## src/rtl/instr_stream_loader.sv

```systemverilog
// instr_stream_loader: packs decoded instruction fields into 9-bit words, buffers them in a
// small FIFO and writes them to instruction memory at consecutive addresses, ending with HALT.
`default_nettype none

module instr_stream_loader #(
  parameter int DEPTH  = 4,
  parameter int ADDR_W = 10
) (
  input  logic              CLK,
  input  logic              RESET,
  input  logic              START,
  input  logic [ADDR_W-1:0] BASE_ADDR,
  input  logic              IN_VALID,
  output logic              IN_READY,
  input  logic [3:0]        IN_OPCODE,
  input  logic [3:0]        IN_REG,
  input  logic              IN_LASTBIT,
  input  logic              IN_LAST,
  input  logic              MEM_STALL,
  output logic              MEM_WRITE,
  output logic [ADDR_W-1:0] MEM_ADDR,
  output logic [8:0]        MEM_DATA,
  output logic              BUSY,
  output logic              DONE,
  output logic              ERROR,
  output logic [ADDR_W:0]   COUNT
);

  localparam int PTR_W = $clog2(DEPTH);

  typedef enum logic [2:0] {
    ST_IDLE    = 3'd0,
    ST_LOAD    = 3'd1,
    ST_DRAIN   = 3'd2,
    ST_HALT_WR = 3'd3,
    ST_DONE    = 3'd4
  } state_t;

  state_t            state_q, state_d;
  logic [ADDR_W-1:0] addr_q, addr_d;
  logic [ADDR_W:0]   count_q, count_d;
  logic              error_q, error_d;
  logic              saw_halt_q, saw_halt_d;
  // Set once the top address has been written; any further write would wrap.
  logic              ovf_q, ovf_d;
  logic [PTR_W:0]    wr_ptr_q, wr_ptr_d;
  logic [PTR_W:0]    rd_ptr_q, rd_ptr_d;
  logic [8:0]        fifo_mem_q [DEPTH];

  logic       fifo_empty;
  logic       fifo_full;
  logic       push;
  logic       in_ready;
  logic       mem_write;
  logic [8:0] mem_data;
  logic [8:0] enc_word;

  assign fifo_empty = (wr_ptr_q == rd_ptr_q);
  assign fifo_full  = (wr_ptr_q[PTR_W] != rd_ptr_q[PTR_W]) &&
                      (wr_ptr_q[PTR_W-1:0] == rd_ptr_q[PTR_W-1:0]);

  // Control-class opcodes carry no operand, so their low five bits are canonicalised to 0.
  always_comb begin
    enc_word = {IN_OPCODE, IN_REG, IN_LASTBIT};
    case (IN_OPCODE)
      4'd0, 4'd8, 4'd11, 4'd12, 4'd13: enc_word = {IN_OPCODE, 5'b00000};
      default:                         enc_word = {IN_OPCODE, IN_REG, IN_LASTBIT};
    endcase
  end

  always_comb begin
    state_d    = state_q;
    addr_d     = addr_q;
    count_d    = count_q;
    error_d    = error_q;
    saw_halt_d = saw_halt_q;
    ovf_d      = ovf_q;
    wr_ptr_d   = wr_ptr_q;
    rd_ptr_d   = rd_ptr_q;
    in_ready   = 1'b0;
    push       = 1'b0;
    mem_write  = 1'b0;
    mem_data   = 9'h000;

    case (state_q)
      ST_IDLE: begin
        if (START) begin
          state_d    = ST_LOAD;
          addr_d     = BASE_ADDR;
          count_d    = '0;
          error_d    = 1'b0;
          saw_halt_d = 1'b0;
          ovf_d      = 1'b0;
        end
      end

      ST_LOAD, ST_DRAIN: begin
        in_ready = (state_q == ST_LOAD) && !fifo_full;
        push     = in_ready && IN_VALID;
        if (push) begin
          wr_ptr_d = wr_ptr_q + 1'b1;
          if (IN_LAST || (IN_OPCODE == 4'd0)) begin
            state_d    = ST_DRAIN;
            saw_halt_d = (IN_OPCODE == 4'd0);
          end
        end

        if (!fifo_empty) begin
          if (ovf_q) begin
            // Address space exhausted with words still pending: abort and flush.
            error_d  = 1'b1;
            state_d  = ST_IDLE;
            wr_ptr_d = '0;
            rd_ptr_d = '0;
          end else begin
            mem_data  = fifo_mem_q[rd_ptr_q[PTR_W-1:0]];
            mem_write = !MEM_STALL;
            if (mem_write) begin
              rd_ptr_d = rd_ptr_q + 1'b1;
              addr_d   = addr_q + 1'b1;
              count_d  = count_q + 1'b1;
              if (&addr_q) begin
                ovf_d = 1'b1;
              end
            end
          end
        end else if (state_q == ST_DRAIN) begin
          if (saw_halt_q) begin
            state_d = ST_DONE;
          end else if (ovf_q) begin
            error_d = 1'b1;
            state_d = ST_IDLE;
          end else begin
            state_d = ST_HALT_WR;
          end
        end
      end

      ST_HALT_WR: begin
        mem_write = !MEM_STALL;
        if (mem_write) begin
          addr_d  = addr_q + 1'b1;
          count_d = count_q + 1'b1;
          state_d = ST_DONE;
        end
      end

      ST_DONE: begin
        state_d = ST_IDLE;
      end

      default: begin
        state_d = ST_IDLE;
      end
    endcase
  end

  always_ff @(posedge CLK or posedge RESET) begin
    if (RESET) begin
      state_q    <= ST_IDLE;
      addr_q     <= '0;
      count_q    <= '0;
      error_q    <= 1'b0;
      saw_halt_q <= 1'b0;
      ovf_q      <= 1'b0;
      wr_ptr_q   <= '0;
      rd_ptr_q   <= '0;
    end else begin
      state_q    <= state_d;
      addr_q     <= addr_d;
      count_q    <= count_d;
      error_q    <= error_d;
      saw_halt_q <= saw_halt_d;
      ovf_q      <= ovf_d;
      wr_ptr_q   <= wr_ptr_d;
      rd_ptr_q   <= rd_ptr_d;
    end
  end

  // Storage needs no reset: entries are only read between push and pop.
  always_ff @(posedge CLK) begin
    if (push) begin
      fifo_mem_q[wr_ptr_q[PTR_W-1:0]] <= enc_word;
    end
  end

  assign IN_READY  = in_ready;
  assign MEM_WRITE = mem_write;
  assign MEM_DATA  = mem_data;
  assign MEM_ADDR  = addr_q;
  assign BUSY      = (state_q != ST_IDLE);
  assign DONE      = (state_q == ST_DONE);
  assign ERROR     = error_q;
  assign COUNT     = count_q;

endmodule

`default_nettype wire

```

## config.mk

```make
export PLATFORM = sky130hd
export DESIGN_NAME = instr_stream_loader
export DESIGN_NICKNAME = d
export VERILOG_FILES = /design/src/rtl/instr_stream_loader.sv
export SDC_FILE = /design/constraint.sdc
export NUM_CORES = 1
export LEC_CHECK = 0
export ABC_AREA = 1
export CAP_MARGIN = 20
export CORE_MARGIN = 2
export CORE_UTILIZATION = 45
export DETAILED_ROUTE_END_ITERATION = 6
export PLACE_DENSITY = 0.69
export SYNTH_ARGS = -nofsm -noshare
export SYNTH_HDL_FRONTEND = slang
export SYNTH_SLANG_ARGS = --single-unit
```

## constraint.sdc

```tcl
create_clock -name CLK -period 2.74 [get_ports CLK]
set_input_delay 0.411 -clock CLK [delete_from_list [all_inputs] [get_ports CLK]]
set_output_delay 0.411 -clock CLK [all_outputs]
set_load 0.02 [all_outputs]
```

==> results of run 1 <==
power by group:
part / leakage [nW] / internal, mW / switching [mW]
Clock: 0.0881 / 0.340 / 0.421
Sequential: 0.754 / 1.33 / 0.244
Combinational: 1.42 / 0.975 / 1.61
Total: 2.26 / 2.65 / 2.28
final cells by class:
class,instances,area (um^2)
clock inverters,7,57.56
multi-input cells,322,1572
inverters,53,207.7
repair buffers,69,690.7
clock buffers,9,123.9
flip-flops and latches,69,1907
fillers,745,3445
well taps,105,131.4
kinds of logic (layout without fill, tap and decap cells):
kind of cell	after synthesis	in the layout	synth area share
buffers and inverters	65	138	0.07564
AOI/OAI and AO/OA	55	55	0.08364
and+or+nand+nor	253	253	0.2932
DFF	69	69	0.5078
xor gates and xnor gates	7	7	0.01633
adders and majority gates	7	7	0.02332
per-layer routing:
| layer | vias to the layer above | GRT usage | wire, um |
|---|---|---|---|
| met1 | 1435 | 0.2761 | 3941 |
| met3 | 13 | 0.04032 | 309 |
| met5 | - | 0 | 0 |
| li1 | 1615 | - | - |
| met2 | 65 | 0.3251 | 3938 |
| met4 | 0 | 0.07850 | 123 |
timing repair:
| item | CTS | global route |
|---|---|---|
| endpoints found under the setup margin | 10 | 10 |
| resized for setup | 1 | 10 |
| hold buffers | 0 | 0 |
final timing paths:
path / from / to / slack [ns] / cells after the start
max: state_q[0]$_DFFE_PP0P_ / IN_READY / 0.37 / 5
min: RESET / COUNT[9]$_DFFE_PP0P_ / 0.45 / 3
max reg2reg: state_q[1]$_DFFE_PP0P_ / MEM_ADDR[6]$_DFFE_PP0P_ / 0.72 / 11
min reg2reg: ERROR$_DFFE_PP0P_ / ERROR$_DFFE_PP0P_ / 0.50 / 2
max in group asynchronous: RESET / MEM_ADDR[2]$_DFFE_PP0P_ / 1.98 / 3
min in group CLK: ERROR$_DFFE_PP0P_ / ERROR$_DFFE_PP0P_ / 0.50 / 2
worst max-delay path, delay by kind of cell (launching register included):
kind	cells	cell delay, ns
buf+inv	3	0.73
flops	1	0.42
simple gates	2	0.46
state kept, by name, indices dropped and copies added, names as in the netlist:
name,count
rd_ptr_q,3
saw_halt_q,1
fifo_mem_q,36
state_q,3
COUNT,11
wr_ptr_q,3
ERROR,1
MEM_ADDR,10
ovf_q,1
through the flow:
stage                     hold WS, ns  worst slack (ns)  cell area (um^2)  utilization
after floorplan                0.5032            0.7992              3755            -
after global placement         0.4717            0.4193              4476       0.5502
after detailed placement       0.4845            0.3385              4476       0.5502
after CTS                      0.4542           0.05554              4664       0.5735
after global routing           0.4896            0.2446              4690       0.5765
final                          0.4541            0.3731              4690       0.5765
layout by cell type, fill, tap and decap left out, drive strengths merged, types with 10 or more instances in the layout:
cell type / instances
inv: 55
o21ai: 18
nand3: 26
clkdlybuf4s50: 49
dfrtp: 33
a21oi: 23
buf: 10
dlymetal6s2s: 10
nor2: 42
edfxtp: 36
nand2: 165
==> flow_metrics.py, run 1 <==
metrics = {
    "setup_path": {
        "worstSetupPathType": "flop to primary output",
        "path_cells": "inv_2 > nor3_1 > nand2_1 > inv_1 > clkdlybuf4s50_1",
        "critPathSlowestCell": "clkdlybuf4s50_1",
        "end_kind": "primary output",
        "required_ns": 2.33,
        "crit_arrival_ns": 1.96,
        "slowest_delay_ns": 0.59,
        "crit_fanout": 4,
        "cp-start-kind": "flop",
    },
    "status": {
        "status": "finished clean",
    },
    "placement": {
        "place_congestion": 0.8393,
        "io_buffers": 59,
        "dp_hpwl_um": 5878,
        "numPlacedInstances": 618,
    },
    "timing": {
        "hold_viol_final": 0,
        "fin_crit_sh": 0.8638,
        "max_freq_ghz": 0.4225,
        "tightest_slew_ns": 0.4375,
        "slew_headroom": 0.7061,
        "post-route-min-period_ns": 2.367,
        "setup_violations": 0,
        "grt_setup_unrepaired": "no",
        "tns_ns": 0,
        "slew_viol_final": 0,
        "skew_ns": 0.01011,
    },
    "yosys": {
        "synth-seq-cells": 69,
        "syn_area_um2": 3755,
        "async_flop_share": 0.4783,
        "synth_top_area_cell": "edfxtp_1",
        "synthDistinctLibCells": 33,
        "synthFlopType": "edfxtp_1",
        "syn_avg_cell_area_um2": 8.234,
        "synth_nets": 488,
        "synth-edff-count": 36,
        "yosysMostFrequentCell": "nand2_1",
        "yosys-top-cells-area": "edfxtp_1 (29%), dfrtp_1 (22%), nand2_1 (16%)",
        "ys_seq_area_frac": 0.5078,
        "synth_top_area_frac": 0.2879,
        "synthCells": 456,
        "synth.top_cells.by_count": "nand2_1 (161), inv_1 (46), nor2_1 (39)",
        "yosys_warnings": 0,
    },
    "cts": {
        "cts_tree": "built",
        "post-cts-setup-buffers": 0,
        "cts_made_buffers": 9,
        "ctsHtreeMaxLevel": 3,
        "clockBufferDepth": 2,
        "cts-root-buf": "clkbuf_8",
        "clock_latency_ns": 0.35,
        "clock-sinks": 69,
        "clk_pin_slew_ns": 0.08,
    },
    "global_routing": {
        "grt_usage": 0.2044,
        "grt_overflow_total": 0,
        "grt_pass1_wl_um": 14230,
        "antenna_found_initial": 0,
        "grt_max_degree": 34,
        "grt_pass1_vias": 3018,
    },
    "drt": {
        "drc": 0,
        "wl_per_cell_um": 13.11,
        "viasPerCell": 4.934,
        "via_count": 3128,
        "ant_nets": 0,
        "drt_wl_total_um": 8312,
        "drtIter0Drc": 100,
        "drt-pass1-iter-count": 4,
    },
    "cells_and_area": {
        "area_delta_synth_final_pct": 24.89,
        "final_cells": 634,
        "drive_gt1_frac": 0.09452,
        "n_antenna_cell": 0,
        "nets": 556,
    },
    "floorplan": {
        "io_pins": 60,
        "die_y_um": 95.35,
        "core_um2": 8134,
        "dieArea_um2": 9091,
        "die_w_um": 95.35,
        "start_util": 0.4616,
        "num_rows": 33,
    },
    "power": {
        "p_per_area_nw_per_um2": 1050,
        "p_leak_nw": 2.260,
        "p_total_mw": 4.925,
        "irDropWorstVdd_uv": 582.7,
    },
    "hold_path": {
        "hold_path_class": "primary input to asynchronous set/reset pin",
    },
    "run": {
        "cap_viol_max_count": 0,
    },
}
(Power assumes the default switching activity.)
==> inputs of run 2 (changes only) <==
- CTS_CLUSTER_SIZE: not set -> 30
==> results of run 2 <==
No change in the layout: final DEF, timing and power equal those of run 1.
